==> config.mk <==
export PLATFORM = sky130hd
export DESIGN_NAME = uart_tx_arb
export DESIGN_NICKNAME = d
export VERILOG_FILES = /design/src/rtl/uart_pkg.sv /design/src/rtl/rr_pick.sv /design/src/rtl/uart_tx_arb.sv
export SDC_FILE = /design/constraint.sdc
export NUM_CORES = 1
export LEC_CHECK = 0
export CORE_MARGIN = 10
export CORE_UTILIZATION = 39
export CTS_CLUSTER_DIAMETER = 100
export CTS_CLUSTER_SIZE = 8
export DETAILED_ROUTE_END_ITERATION = 12
export PLACE_DENSITY = 0.83
export SYNTH_ARGS = -nofsm -noshare
export SYNTH_HDL_FRONTEND = slang
export SYNTH_SLANG_ARGS = --single-unit
==> constraint.sdc <==
create_clock -name sys_clk -period 1.9 [get_ports sys_clk]
set_clock_uncertainty 0.2 [all_clocks]
set_input_delay 0.38 -clock sys_clk [delete_from_list [all_inputs] [get_ports sys_clk]]
set_output_delay 0.38 -clock sys_clk [all_outputs]
set_load 0.02 [all_outputs]
==> src/rtl/uart_pkg.sv <==
// rtl/uart_pkg.sv - shared UART frame timing constants and arbiter state encoding
package uart_pkg;

  localparam int UART_CLKS_PER_BIT   = 400;
  localparam int UART_BITS_PER_FRAME = 10;
  localparam int UART_FRAME_CYCLES   = UART_CLKS_PER_BIT * UART_BITS_PER_FRAME;

  typedef enum logic [1:0] {
    ST_IDLE  = 2'd0,
    ST_START = 2'd1,
    ST_HOLD  = 2'd2
  } arb_state_t;

endpackage

==> src/rtl/rr_pick.sv <==
// rtl/rr_pick.sv - combinational round-robin priority picker
module rr_pick #(
  parameter int N_REQ = 4
) (
  input  logic [N_REQ-1:0] req,
  input  logic [2:0]       last_grant,
  output logic             valid,
  output logic [2:0]       winner
);

  localparam int IDX_W = (N_REQ > 1) ? $clog2(N_REQ) : 1;

  logic [IDX_W-1:0] idx;

  // Scan upward from last_grant+1 with wrap; the first requester found wins.
  always_comb begin
    valid  = 1'b0;
    winner = '0;
    idx    = '0;
    for (int k = 1; k <= N_REQ; k++) begin
      idx = IDX_W'((int'(last_grant) + k) % N_REQ);
      if (!valid && req[idx]) begin
        valid  = 1'b1;
        winner = 3'(idx);
      end
    end
  end

endmodule

==> src/rtl/uart_tx_arb.sv <==
// rtl/uart_tx_arb.sv - round-robin byte scheduler in front of a single uart_tx
module uart_tx_arb
  import uart_pkg::*;
#(
  parameter int N_REQ        = 4,
  parameter int FRAME_CYCLES = UART_FRAME_CYCLES,
  parameter int GAP_CYCLES   = 2
) (
  input  logic               sys_clk,
  input  logic               sys_rst_n,
  input  logic               arb_en,
  input  logic [N_REQ-1:0]   req,
  input  logic [8*N_REQ-1:0] req_data,
  output logic [N_REQ-1:0]   ack,
  output logic [7:0]         tx_din,
  output logic               tx_send_start,
  output logic               tx_busy,
  output logic [2:0]         last_grant
);

  // The hold-off counter is 16 bits wide, so the frame plus guard must fit.
  if (FRAME_CYCLES + GAP_CYCLES > 65535) begin : g_hold_range
    $error("uart_tx_arb: FRAME_CYCLES+GAP_CYCLES exceeds 16-bit hold counter");
  end

  localparam logic [15:0] HOLD_LAST = 16'(FRAME_CYCLES + GAP_CYCLES - 1);

  arb_state_t  state;
  logic [15:0] hold_cnt;
  logic        pick_valid;
  logic [2:0]  pick_winner;
  logic [7:0]  din_sel;

  rr_pick #(.N_REQ(N_REQ)) u_rr_pick (
    .req        (req),
    .last_grant (last_grant),
    .valid      (pick_valid),
    .winner     (pick_winner)
  );

  // Select the winning requester's byte for capture at the grant edge.
  always_comb begin
    din_sel = 8'h00;
    for (int i = 0; i < N_REQ; i++) begin
      if (pick_winner == 3'(i)) din_sel = req_data[8*i +: 8];
    end
  end

  // Grant FSM: IDLE picks a winner, START pulses send_start/ack, HOLD times the frame plus guard.
  always_ff @(posedge sys_clk or negedge sys_rst_n) begin
    if (!sys_rst_n) begin
      state         <= ST_IDLE;
      hold_cnt      <= '0;
      ack           <= '0;
      tx_din        <= 8'h00;
      tx_send_start <= 1'b0;
      tx_busy       <= 1'b0;
      last_grant    <= 3'(N_REQ - 1);
    end else begin
      ack           <= '0;
      tx_send_start <= 1'b0;
      case (state)
        ST_IDLE: begin
          if (arb_en && pick_valid) begin
            state         <= ST_START;
            ack           <= N_REQ'(1) << pick_winner;
            tx_send_start <= 1'b1;
            tx_din        <= din_sel;
            last_grant    <= pick_winner;
            tx_busy       <= 1'b1;
            hold_cnt      <= '0;
          end
        end
        ST_START: begin
          state <= ST_HOLD;
        end
        ST_HOLD: begin
          if (hold_cnt == HOLD_LAST) begin
            state    <= ST_IDLE;
            tx_busy  <= 1'b0;
            hold_cnt <= '0;
          end else begin
            hold_cnt <= hold_cnt + 16'd1;
          end
        end
        default: begin
          state <= ST_IDLE;
        end
      endcase
    end
  end

endmodule
; ---- Yosys cells after proc, flatten, opt, wreduce, memory -nomap -nowiden
; Cells that the tools add are included.
[word_totals]
ff_bits = 34
in_bits = 39
output_inout_bits = 17
[classes]
muxes = 33
shift = 1
n_reduce_logical = 14
n_eq_ne = 8
add_sub_neg = 5
order_cmp = 4
[op_table]
columns = cell, n
row1 = two-way mux 16 bit, 2
row2 = two-way mux 8 bit, 4
row3 = case mux 16 bit (2 select lines), 1
row4 = "adder 16 x 1 -> 16 bit, second input constant", 1
row5 = "equality test 16 x 12 -> 1 bit, second input constant", 1
row6 = "< comparator 2 x 3 -> 1 bit, second input constant", 4
row7 = two-way mux 1 bit, 12
row8 = two-way mux 2 bit, 6
row9 = binary-select mux 1 bit (select 2 bit), 4
row10 = two-way mux 4 bit, 2
row11 = "equality test 2 bit, second input constant", 3
row12 = case mux 2 bit (3 select lines), 1
row13 = AND reduction 2 bit, 3
row14 = "adder 2 x 1 -> 2 bit, second input constant", 2
row15 = "adder 2 bit, second input constant", 2
row16 = "equality test 2 x 1 -> 1 bit, second input constant", 2
row17 = logical AND 1 bit, 4
row18 = "!= test 2 bit, second input constant", 2
row19 = "left shift 1 x 2 -> 4 bit, first input constant", 1
row20 = zero test 1 bit, 3
row21 = zero test 3 bit, 1
row22 = AND reduction 3 bit, 1
row23 = zero test 2 bit, 1
row24 = case mux 1 bit (2 select lines), 1
row25 = nonzero test 2 bit, 1

; ---- Logic depth before layout (Yosys ltp)
[logic_depth]
depth_word = 18
ltp_mapped = 8
ltp_nobuf = 7

; ---- Modules after synthesis
; A second synthesis with hierarchy kept.
[hier_totals]
cells_unflattened = 182
area_unflattened_um2 = 1910.6
[modules_own_cells]
columns = module, instances, cells_per_inst, area_each_um2, seq_area_each_um2
row1 = uart_tx_arb, 1, 166, 1808.0, 878.3
row2 = rr_pick, 1, 16, 102.6, 0.0

; ---- Least setup slack after synthesis
; Ideal clock, no wire load.
[synth_path]
path_type = register to register
from = register last_grant[1]
to = register tx_din[0]
setup_ns = 0.126
stages_incl_launch_ff = 8
t_arrival_ns = 1.815
period_less_slack_ns = 2.141
path_buffers = 2
slack_ns = -0.241
path_cell_list = dfstp_2 -> buf_2 -> nand2_1 -> o21ai_2 -> nor3_1 -> and3_1 -> buf_6 -> a221o_1
[synth_via]
elab_chain_cells = 18
[synth_lines]
columns = item, line
row1 = "start, declared", uart_tx_arb.sv:18  ; output logic [2:0] last_grant
row2 = "start signal, assigned", uart_tx_arb.sv:58  ; last_grant <= 3'(N_REQ - 1);
row3 = "start signal, assigned", uart_tx_arb.sv:69  ; last_grant <= pick_winner;
row4 = adder 2 x 1 -> 2 bit, rr_pick.sv:21  ; idx = IDX_W'((int'(last_grant) + k) % N_REQ);
row5 = binary-select mux 1 bit (select 2 bit), rr_pick.sv:22  ; if (!valid && req[idx]) begin
row6 = two-way mux 1 bit (implied by the code), rr_pick.sv:22
row7 = two-way mux 1 bit, rr_pick.sv:22
row8 = zero test 1 bit, rr_pick.sv:22
row9 = logical AND 1 bit, rr_pick.sv:22
row10 = two-way mux 1 bit, rr_pick.sv:22
row11 = zero test 1 bit, rr_pick.sv:22
row12 = logical AND 1 bit, rr_pick.sv:22
row13 = two-way mux 1 bit, rr_pick.sv:22
row14 = zero test 1 bit, rr_pick.sv:22
row15 = logical AND 1 bit, rr_pick.sv:22
row16 = two-way mux 2 bit, rr_pick.sv:22
row17 = zero test 3 bit, uart_tx_arb.sv:45  ; if (pick_winner == 3'(i)) din_sel = req_data[8*i +: 8];
row18 = two-way mux 8 bit (4 in a row), uart_tx_arb.sv:45
row19 = "end signal, assigned", uart_tx_arb.sv:68  ; tx_din <= din_sel;
row20 = "end, declared", uart_tx_arb.sv:15  ; output logic [7:0] tx_din,
; Several ways; a longest one is shown, not always the timed one. The select of a mux whose other input is x is not followed.
; A chain may end at the register's enable or synchronous reset.

; ---- Final worst setup path
[layout_path]
from = register last_grant[0]
to = register tx_din[3]
; Same word-level chain as after synthesis.

==> flow_metrics.tcl <==
set metrics [dict create \
    status "finished, violations left" \
    violations "setup timing" \
    grt_pass1_wl_um 10800 \
    antenna_left 0 \
    fp.dieW_um 89.7 \
    max_stage_delay_ps 590 \
    postRouteWirelength_um 8130 \
    die_area_mm2 0.00805 \
    maxSlewViolCount 0 \
    max_freq_mhz 457 \
    dr.pass1.iters 4 \
    cts_buffers 5 \
    path_buf_inv 0 \
    finish.utilization 0.730 \
    finalSetupViolCount 12 \
    cts_num_sinks 34 \
    cts-hold-fix-buffers 0 \
    synthFlopType "dfrtp_1" \
    leakage_nw 1.53 \
    wl_per_cell_um 21.1 \
    cts_tree "done" \
    power_density_mw_per_mm2 1390 \
    port_buffers 54 \
    synthCells 203 \
    gr-total-overflow 0 \
    layout-drive-gt1-share 0.393 \
    dp.cells 363 \
    area_delta_synth_final_pct 81.9 \
    rsz0062_at_grt "yes" \
    place_hpwl_um 4480 \
    synth_nets 244 \
    fin_cells 385 \
    worstPathCellList "a21boi_0 -> o32a_2 -> o21ai_0 -> a221oi_1 -> a221o_1" \
    fin_crit_ps 2190 \
    netlist-cell-type-count 45 \
    synthArstFlopShare 1.00 \
    grtUsageTotal 0.172 \
    worstPathRequired_ps 1880 \
    synth_common_cells "dfrtp_1, nand2_1, o21ai_0, inv_1" \
    crit_slowest_cell "dfstp_2" \
    path_delay_family "compound AO/OA/AOI/OAI gates" \
    cp.arrival_ps 2170 \
    io_pins 56 \
    vias 2240 \
    syn_area_mm2 0.00189 \
    fp-row-count 25 \
    stdcell_area_mm2 0.00345 \
    maxCapViolations 0 \
    hold_viol 0 \
    clk-insertion-delay-late_ps 300 \
    clk_path_buf_depth 2 \
    antenna_found_initial 0 \
    yosysTopAreaCell "dfrtp_1" \
    r2r-start "last_grant[0]" \
    whs_ps 290 \
    gp_congestion 0.834 \
    syn_avg_cell_area_um2 9.33 \
    nFillCells 295 \
    startpoint_type "flip-flop" \
    synthMostInstantiatedCell "dfrtp_1" \
    clk_pin_slew_ps 80 \
    drt_iter0_markers 139 \
    worst_slack_ps -287 \
    vias_per_cell 5.82 \
    fin_nets 358 \
    crit_fanout 8 \
    cts-root-buf "clkbuf_8" \
    grt_max_degree 35 \
    path_class "reg -> reg" \
    place_area_mm2 0.00285 \
    diodes 0 \
    synth_top_area_share 0.423 \
    setup_tns_ps -1080 \
    vdd_drop_max_mv 0.934 \
    synth-warning-count 0 \
    initial_core_util 0.401 \
    ys_top_cells_by_area "dfrtp_1, nand2_1, a221o_1" \
    finalCritPeriodShare 1.15 \
    r2r_end "tx_din[3]" \
    cts.htree.levels 2 \
    core_area_mm2 0.00472 \
    synth_edf_count 0 \
    drc 0 \
    rr_worst_depth 5 \
    grt_pass1_vias 2328 \
    min_path_type "in -> async" \
    end_kind "flip-flop" \
    regToRegSetupSlack_ps -290 \
    die_h_um 89.7 \
    ys_seq_elements 34 \
    seq_area_frac_synth 0.450 \
]
[power breakdown]
group | total, mW | internal (mW) | leakage (nW) | switching [mW]
Combinational | 2.77 | 1.34 | 1.03 | 1.43
Sequential | 1.20 | 0.988 | 0.439 | 0.211
Clock | 0.822 | 0.526 | 0.0683 | 0.296
[layer usage]
metal / GRT usage / part of all wire / vias up
li1: - / - / 996
met1: 0.180 / 0.35 / 1086
met2: 0.290 / 0.52 / 132
met3: 0.0731 / 0.084 / 26
met4: 0.0838 / 0.037 / 0
met5: 0 / 0 / -
[metrics by stage]
step	worst slack, ps	power, mW
after floorplan	-73.8	2.20
after global placement	-514	3.14
after detailed placement	-555	3.20
after CTS	-32.7	4.28
after global routing	-321	5.04
final	-287	4.79
[how the worst max path moves through the flow]
stage	from	slack, ps	endpoint	depth (start not counted)
6_report	last_grant[0]	-290	tx_din[3]	5
3_5_place_dp	req[2]	-560	tx_din[6]	7
4_1_cts	last_grant[1]	-30	tx_din[5]	6
5_1_grt	last_grant[0]	-320	tx_din[3]	5
3_3_place_gp	req[0]	-510	tx_din[2]	7
2_1_floorplan	last_grant[1]	-70	tx_din[5]	7
[area by class of cell]
| type | instances | area [µm²] | share of cell area |
|---|---|---|---|
| clock buffer | 5 | 68.8 | 0.0200 |
| timing repair buffer | 115 | 1060 | 0.308 |
| inverter | 14 | 55.1 | 0.0160 |
| multi-input combinational | 147 | 1260 | 0.365 |
| tap | 67 | 83.8 | 0.0243 |
| clock inverter | 3 | 68.8 | 0.0200 |
| sequential | 34 | 853 | 0.248 |
[sequential cells by signal (all words and copies together) (netlist names)]
| signal | count |
|---|---|
| tx_busy | 1 |
| ack | 4 |
| tx_din | 8 |
| tx_send_start | 1 |
| state | 2 |
| hold_cnt | 16 |
| last_grant | 2 |
[cells in the final DEF (no fill, tap or decap), drive strengths merged, types with 5 or more instances in the layout]
master,netlist,layout
a21oi,9,9
a221o,8,8
a221oi,8,8
a31oi,7,7
and3,5,6
buf,7,63
clkbuf,3,5
clkdlybuf4s50,0,43
dfrtp,32,32
dlymetal6s2s,0,5
inv,14,14
nand2,25,25
nand3,6,6
nor2,7,8
nor3,6,6
o21ai,16,16
o31ai,8,8
or3,5,5
[cell families after synthesis]
kind of cell / share of synthesized area
compound gates: 0.250
buf+inv: 0.0601
mux: 0.0159
fa+ha+maj: 0.0132
other cells: 0.00198
flops: 0.450
simple gates: 0.208
[repair_timing]
action / CTS / global route
gates cloned: 1 / 4
endpoints found under the setup margin: 30 / 32
pin swaps: 9 / 18
setup buffers: 8 / 3
resized for setup: 44 / 64
(Power assumes the default switching activity.)
